### config.mk
export PLATFORM = sky130hd
export DESIGN_NAME = imem_fetch_responder
export DESIGN_NICKNAME = d
export VERILOG_FILES = /design/src/rtl/imem_fetch_responder.sv
export SDC_FILE = /design/constraint.sdc
export NUM_CORES = 2
export LEC_CHECK = 0
export ABC_AREA = 1
export CORE_ASPECT_RATIO = 0.5
export CORE_MARGIN = 5
export CORE_UTILIZATION = 40
export DETAILED_ROUTE_END_ITERATION = 7
export PLACE_DENSITY = 0.57
export SETUP_SLACK_MARGIN = 0.3
export SYNTH_ARGS = -nofsm -noshare
export SYNTH_HDL_FRONTEND = slang
export SYNTH_SLANG_ARGS = --single-unit
### constraint.sdc
create_clock -name clk -period 4.65 [get_ports clk]
set_clock_uncertainty 0.1 [all_clocks]
set_input_delay 0.93 -clock clk [delete_from_list [all_inputs] [get_ports clk]]
set_output_delay 0.93 -clock clk [all_outputs]
set_load 0.03 [all_outputs]
### src/rtl/imem_fetch_responder.sv
// Instruction-fetch responder: word-addressed instruction RAM, a fixed-latency
// read pipeline and a credit-protected response FIFO, so decode backpressure
// never drops an accepted fetch.
module imem_fetch_responder #(
  parameter int unsigned DEPTH_WORDS = 64,
  parameter int unsigned LATENCY     = 2,
  parameter int unsigned FIFO_DEPTH  = 4,
  parameter logic [31:0] NOP_WORD    = 32'h0000_0000
) (
  input  logic        clk,
  input  logic        rst_n,
  input  logic        req_valid,
  input  logic [31:0] req_pc,
  output logic        req_ready,
  output logic        rsp_valid,
  input  logic        rsp_ready,
  output logic [31:0] rsp_instr,
  output logic [31:0] rsp_pc,
  output logic        rsp_err,
  input  logic        flush,
  input  logic        wr_en,
  input  logic [31:0] wr_addr,
  input  logic [31:0] wr_data
);

  localparam int unsigned AW = (DEPTH_WORDS > 1) ? $clog2(DEPTH_WORDS) : 1;
  localparam int unsigned PW = (FIFO_DEPTH > 1) ? $clog2(FIFO_DEPTH) : 1;
  localparam int unsigned CW = $clog2(FIFO_DEPTH + 1);
  localparam logic [31:0] BYTE_LIMIT = 32'(4 * DEPTH_WORDS);

  logic [31:0]         ram [DEPTH_WORDS];
  logic                accept, pop, push, req_err;
  logic [AW-1:0]       req_word, wr_word;
  logic [CW-1:0]       outstanding_q, fifo_cnt_q;
  logic [LATENCY-1:0]  stg_valid_q, stg_err_q;
  logic [31:0]         stg_pc_q    [LATENCY];
  logic [31:0]         stg_instr_q [LATENCY];
  logic [31:0]         fifo_pc_q    [FIFO_DEPTH];
  logic [31:0]         fifo_instr_q [FIFO_DEPTH];
  logic [FIFO_DEPTH-1:0] fifo_err_q;
  logic [PW-1:0]       wptr_q, rptr_q;

  // Pointers wrap explicitly so non-power-of-two depths work.
  function automatic logic [PW-1:0] ptr_inc(input logic [PW-1:0] p);
    return (p == PW'(FIFO_DEPTH - 1)) ? '0 : p + PW'(1);
  endfunction

  assign req_word  = req_pc[AW+1:2];
  assign wr_word   = wr_addr[AW+1:2];
  assign req_err   = (req_pc[1:0] != 2'b00) || (req_pc >= BYTE_LIMIT);
  // Credits: every accepted fetch owns a FIFO slot until it is popped.
  assign req_ready = rst_n && !flush && (outstanding_q < CW'(FIFO_DEPTH));
  assign accept    = req_valid && req_ready;
  assign rsp_valid = (fifo_cnt_q != '0);
  assign pop       = rsp_valid && rsp_ready;
  assign push      = stg_valid_q[LATENCY-1];
  assign rsp_pc    = fifo_pc_q[rptr_q];
  assign rsp_instr = fifo_instr_q[rptr_q];
  assign rsp_err   = fifo_err_q[rptr_q];

  // Program-load port; out-of-range writes are dropped. Not reset.
  always_ff @(posedge clk) begin
    if (wr_en && (wr_addr < BYTE_LIMIT)) begin
      ram[wr_word] <= wr_data;
    end
  end

  // Pipeline valid bits: cleared by reset and flush, shift every cycle.
  always_ff @(posedge clk or negedge rst_n) begin
    if (!rst_n) begin
      stg_valid_q <= '0;
    end else if (flush) begin
      stg_valid_q <= '0;
    end else begin
      stg_valid_q[0] <= accept;
      for (int k = 1; k < LATENCY; k++) begin
        stg_valid_q[k] <= stg_valid_q[k-1];
      end
    end
  end

  // Pipeline payload; RAM is sampled at the accept edge so a same-cycle
  // write to the same word is not observed by this fetch.
  always_ff @(posedge clk) begin
    if (accept) begin
      stg_pc_q[0]    <= req_pc;
      stg_err_q[0]   <= req_err;
      stg_instr_q[0] <= req_err ? NOP_WORD : ram[req_word];
    end
    for (int k = 1; k < LATENCY; k++) begin
      stg_pc_q[k]    <= stg_pc_q[k-1];
      stg_err_q[k]   <= stg_err_q[k-1];
      stg_instr_q[k] <= stg_instr_q[k-1];
    end
  end

  // Response FIFO and outstanding-credit counter.
  always_ff @(posedge clk or negedge rst_n) begin
    if (!rst_n) begin
      wptr_q        <= '0;
      rptr_q        <= '0;
      fifo_cnt_q    <= '0;
      outstanding_q <= '0;
      fifo_err_q    <= '0;
      for (int i = 0; i < FIFO_DEPTH; i++) begin
        fifo_pc_q[i]    <= '0;
        fifo_instr_q[i] <= '0;
      end
    end else if (flush) begin
      wptr_q        <= '0;
      rptr_q        <= '0;
      fifo_cnt_q    <= '0;
      outstanding_q <= '0;
    end else begin
      if (push) begin
        fifo_pc_q[wptr_q]    <= stg_pc_q[LATENCY-1];
        fifo_instr_q[wptr_q] <= stg_instr_q[LATENCY-1];
        fifo_err_q[wptr_q]   <= stg_err_q[LATENCY-1];
        wptr_q               <= ptr_inc(wptr_q);
      end
      if (pop) begin
        rptr_q <= ptr_inc(rptr_q);
      end
      if (push && !pop) begin
        fifo_cnt_q <= fifo_cnt_q + CW'(1);
      end else if (!push && pop) begin
        fifo_cnt_q <= fifo_cnt_q - CW'(1);
      end
      if (accept && !pop) begin
        outstanding_q <= outstanding_q + CW'(1);
      end else if (!accept && pop) begin
        outstanding_q <= outstanding_q - CW'(1);
      end
    end
  end

endmodule
==> impl_metrics.json <==
{
  "cp_slowest_cell": "clkdlybuf4s50_1",
  "synthFlopType": "edfxtp_1",
  "ir_drop_v": 0.0002968,
  "worstRegToRegCells": 9,
  "fin_ws_ns": 0.4062,
  "hold_class": "register to register",
  "outcome": "complete, no violations",
  "start_kind": "register",
  "cts_max_level": 4,
  "vias": 66814,
  "worstSetupPathType": "register to primary output",
  "clk_pin_slew_ns": 0.07,
  "syn-cell-area_um2": 100300,
  "die_w_um": 718.1,
  "min-delay-start": "stg_pc_q[0][12]$_DFFE_PP_",
  "initial_core_util": 0.4037,
  "clock_path_buffers": 4,
  "yosysMostFrequentCell": "nand2_1",
  "synth.distinct_cells": 26,
  "max_freq_mhz": 235.6,
  "place_congestion": 0.8328,
  "post_drt_wl_per_cell_um": 22.20,
  "cp.arrival_ns": 3.21,
  "fin_crit_ns": 4.244,
  "hold_violations": 0,
  "cts_setup_buffers": 0,
  "route.detailed.drc": 0,
  "synth_edf_count": 2113,
  "cp_max_fo": 131,
  "placed_area_um2": 107000,
  "yosysTopAreaCell": "edfxtp_1",
  "gr-total-overflow": 0,
  "num_io_pins": 169,
  "cts.sinks": 2450,
  "cap_violations": 0,
  "cp_top_family": "buffers and inverters",
  "final_area_um2": 114200,
  "grt_setup_unrepaired": "true",
  "maxSlewViolCount": 0,
  "min_to": "stg_pc_q[0][44]$_DFF_P_",
  "async_flop_share": 0.1110,
  "maxSlewHeadroom": 0.1739,
  "yosysTopAreaCellShare": 0.6328,
  "p_per_area_nw_per_um2": 421.0,
  "ys_warn_count": 0,
  "syn-instance-count": 9328,
  "clockRootBuffer": "clkbuf_16",
  "nets": 9537,
  "ant_nets": 0,
  "cts-buffers-inserted": 228,
  "grt_pass1_vias": 61912,
  "critPathBufInv": 2,
  "via_per_inst": 5.153,
  "yosys-top-cells-area": "edfxtp_1 (63%), nand2_1 (9.9%), dfrtp_1 (6.8%)",
  "post-route-period-util": 0.9126,
  "antenna_found_initial": 21,
  "dp_hpwl_um": 158400,
  "area_growth_pct": 13.92,
  "drt_first_pass_iters": 6,
  "r2r_end": "stg_instr_q[0][11]$_SDFFCE_PP0P_",
  "fillers": 22571,
  "crit_chain": "buf_16 -> o21ai_0 -> o22ai_1 -> clkdlybuf4s50_1",
  "seq_area_frac_synth": 0.7136,
  "drive_gt1_frac": 0.07351,
  "chipHeight_um": 364.0,
  "grtUsageTotal": 0.2154,
  "wirelength_um": 287800,
  "initialDrtViolationCount": 7091,
  "required_ns": 3.62,
  "leakagePower_nw": 44.41,
  "cts_tree": "done",
  "core_area_um2": 248400,
  "dieArea_um2": 261400,
  "hold_depth": 0,
  "placementRows": 129,
  "rrSetupSlack_ns": 2.16,
  "synth_nets": 9436,
  "setup_viol": 0,
  "ys_ff_latch": 2450,
  "timing.hold.ws_ns": 0.1968,
  "grt_max_degree": 158,
  "synth_common_cells": "nand2_1 (2650), edfxtp_1 (2113), nor2_1 (1105)",
  "insertion_delay_ns": 0.89,
  "crit_path_max_incr_delay_ns": 0.76,
  "tns_ns": 0,
  "cp-end-kind": "primary output",
  "grt_pass1_wl_um": 420100,
  "portBuffers": 166,
  "dp_slack_ns": 0.7539,
  "r2r_start": "ram[4][11]$_DFFE_PP_",
  "fin_util": 0.4598,
  "worst-slew-pin-transition_ns": 1.239,
  "avgSynthCellArea_um2": 10.75
}
## report_power, final
part	total (W)	internal, W	switching, W	leakage [nW]
combinational	0.00511	0.00155	0.00357	17.7
sequential	0.0244	0.0242	0.000196	23.2
clock	0.0185	0.0103	0.00821	3.53
total	0.0481	0.0361	0.0120	44.4
## registers in the layout, summed over array words and instances (netlist names), 3 cells and up
signal and flops:
fifo_cnt_q 3, fifo_err_q 4, fifo_instr_q 128, fifo_pc_q 128
outstanding_q 3, ram 2048, stg_instr_q 64, stg_pc_q 64
## worst register-to-register path: cells and delay by family (launching register included)
kind	cells	cell delay, ns
simple gates	8	1.56
compound gates	1	0.20
flops	1	0.34
## cell type report
cell class	instances	area [um^2]	share of cell area
Timing Repair Buffer	400	4285	0.03752
Multi-Input combinational cell	5630	24230	0.2121
Tap cell	3340	4179	0.03659
Sequential cell	2450	71560	0.6265
Inverter	719	2739	0.02398
Antenna cell	7	17.52	0.0001534
Clock buffer	295	6177	0.05408
Clock inverter	124	1035	0.009059
## placed cells by master (no fill, tap or decap), types with 54 or more instances in the layout
| master | instances |
|---|---|
| nand3_1 | 793 |
| clkdlybuf4s50_1 | 126 |
| o22ai_1 | 67 |
| clkinv_1 | 56 |
| clkbuf_16 | 236 |
| nor2_4 | 66 |
| dfxtp_1 | 65 |
| nor2_1 | 1039 |
| inv_1 | 710 |
| clkbuf_1 | 54 |
| o21ai_0 | 783 |
| nand2_1 | 2646 |
| a21oi_1 | 163 |
| buf_4 | 153 |
| edfxtp_1 | 2113 |
| dfrtp_1 | 270 |
| buf_12 | 79 |
## metrics by stage
step           instances  power, W
4_1_cts            12958   0.04842
3_5_place_dp       12538   0.03003
2_1_floorplan       9328   0.02762
3_3_place_gp       12538   0.02998
5_1_grt            12960   0.04979
6_report           12965   0.04809
## layer usage
metal | track usage | routed length [um]
met5 | 0 | 52
met2 | 0.3309 | 126900
met4 | 0.05647 | 7401
met3 | 0.03662 | 24390
met1 | 0.3179 | 129000
## timing repair
item / CTS / global route
setup endpoints to repair: 34 / 17
hold buffers: 1 / 0
hold endpoints to repair: 33 / 0
cloned: 0 / 0
gates resized for setup: 2 / 3
## cell families (layout without fill, tap and decap cells)
logic type                 after synthesis  count (layout)  synth area share
AOI/OAI and AO/OA                     1013            1013           0.05140
xor gates and xnor gates                 2               2         0.0001747
adders and majority gates                6               6         0.0008985
buffers and inverters                 1248            1538           0.04995
DFF                                   2450            2450            0.7136
other                                    0               7                 0
and+or+nand+nor                       4609            4609            0.1839
## how the worst max path moves through the flow
stage / startpoint / end / slack [ns] / cells after the start
after global routing: rptr_q[0]$_DFFE_PN0P_ / rsp_instr[8] / 0.24 / 4
after global placement: wr_addr[21] / ram[49][28]$_DFFE_PP_ / 0.81 / 9
final: rptr_q[0]$_DFFE_PN0P_ / rsp_instr[8] / 0.41 / 4
after CTS: rptr_q[0]$_DFFE_PN0P_ / rsp_pc[26] / 0.26 / 5
after detailed placement: wr_addr[21] / ram[49][28]$_DFFE_PP_ / 0.75 / 9
after floorplan: flush / outstanding_q[1]$_DFFE_PN0P_ / 0.60 / 9
(Power assumes the default switching activity.)
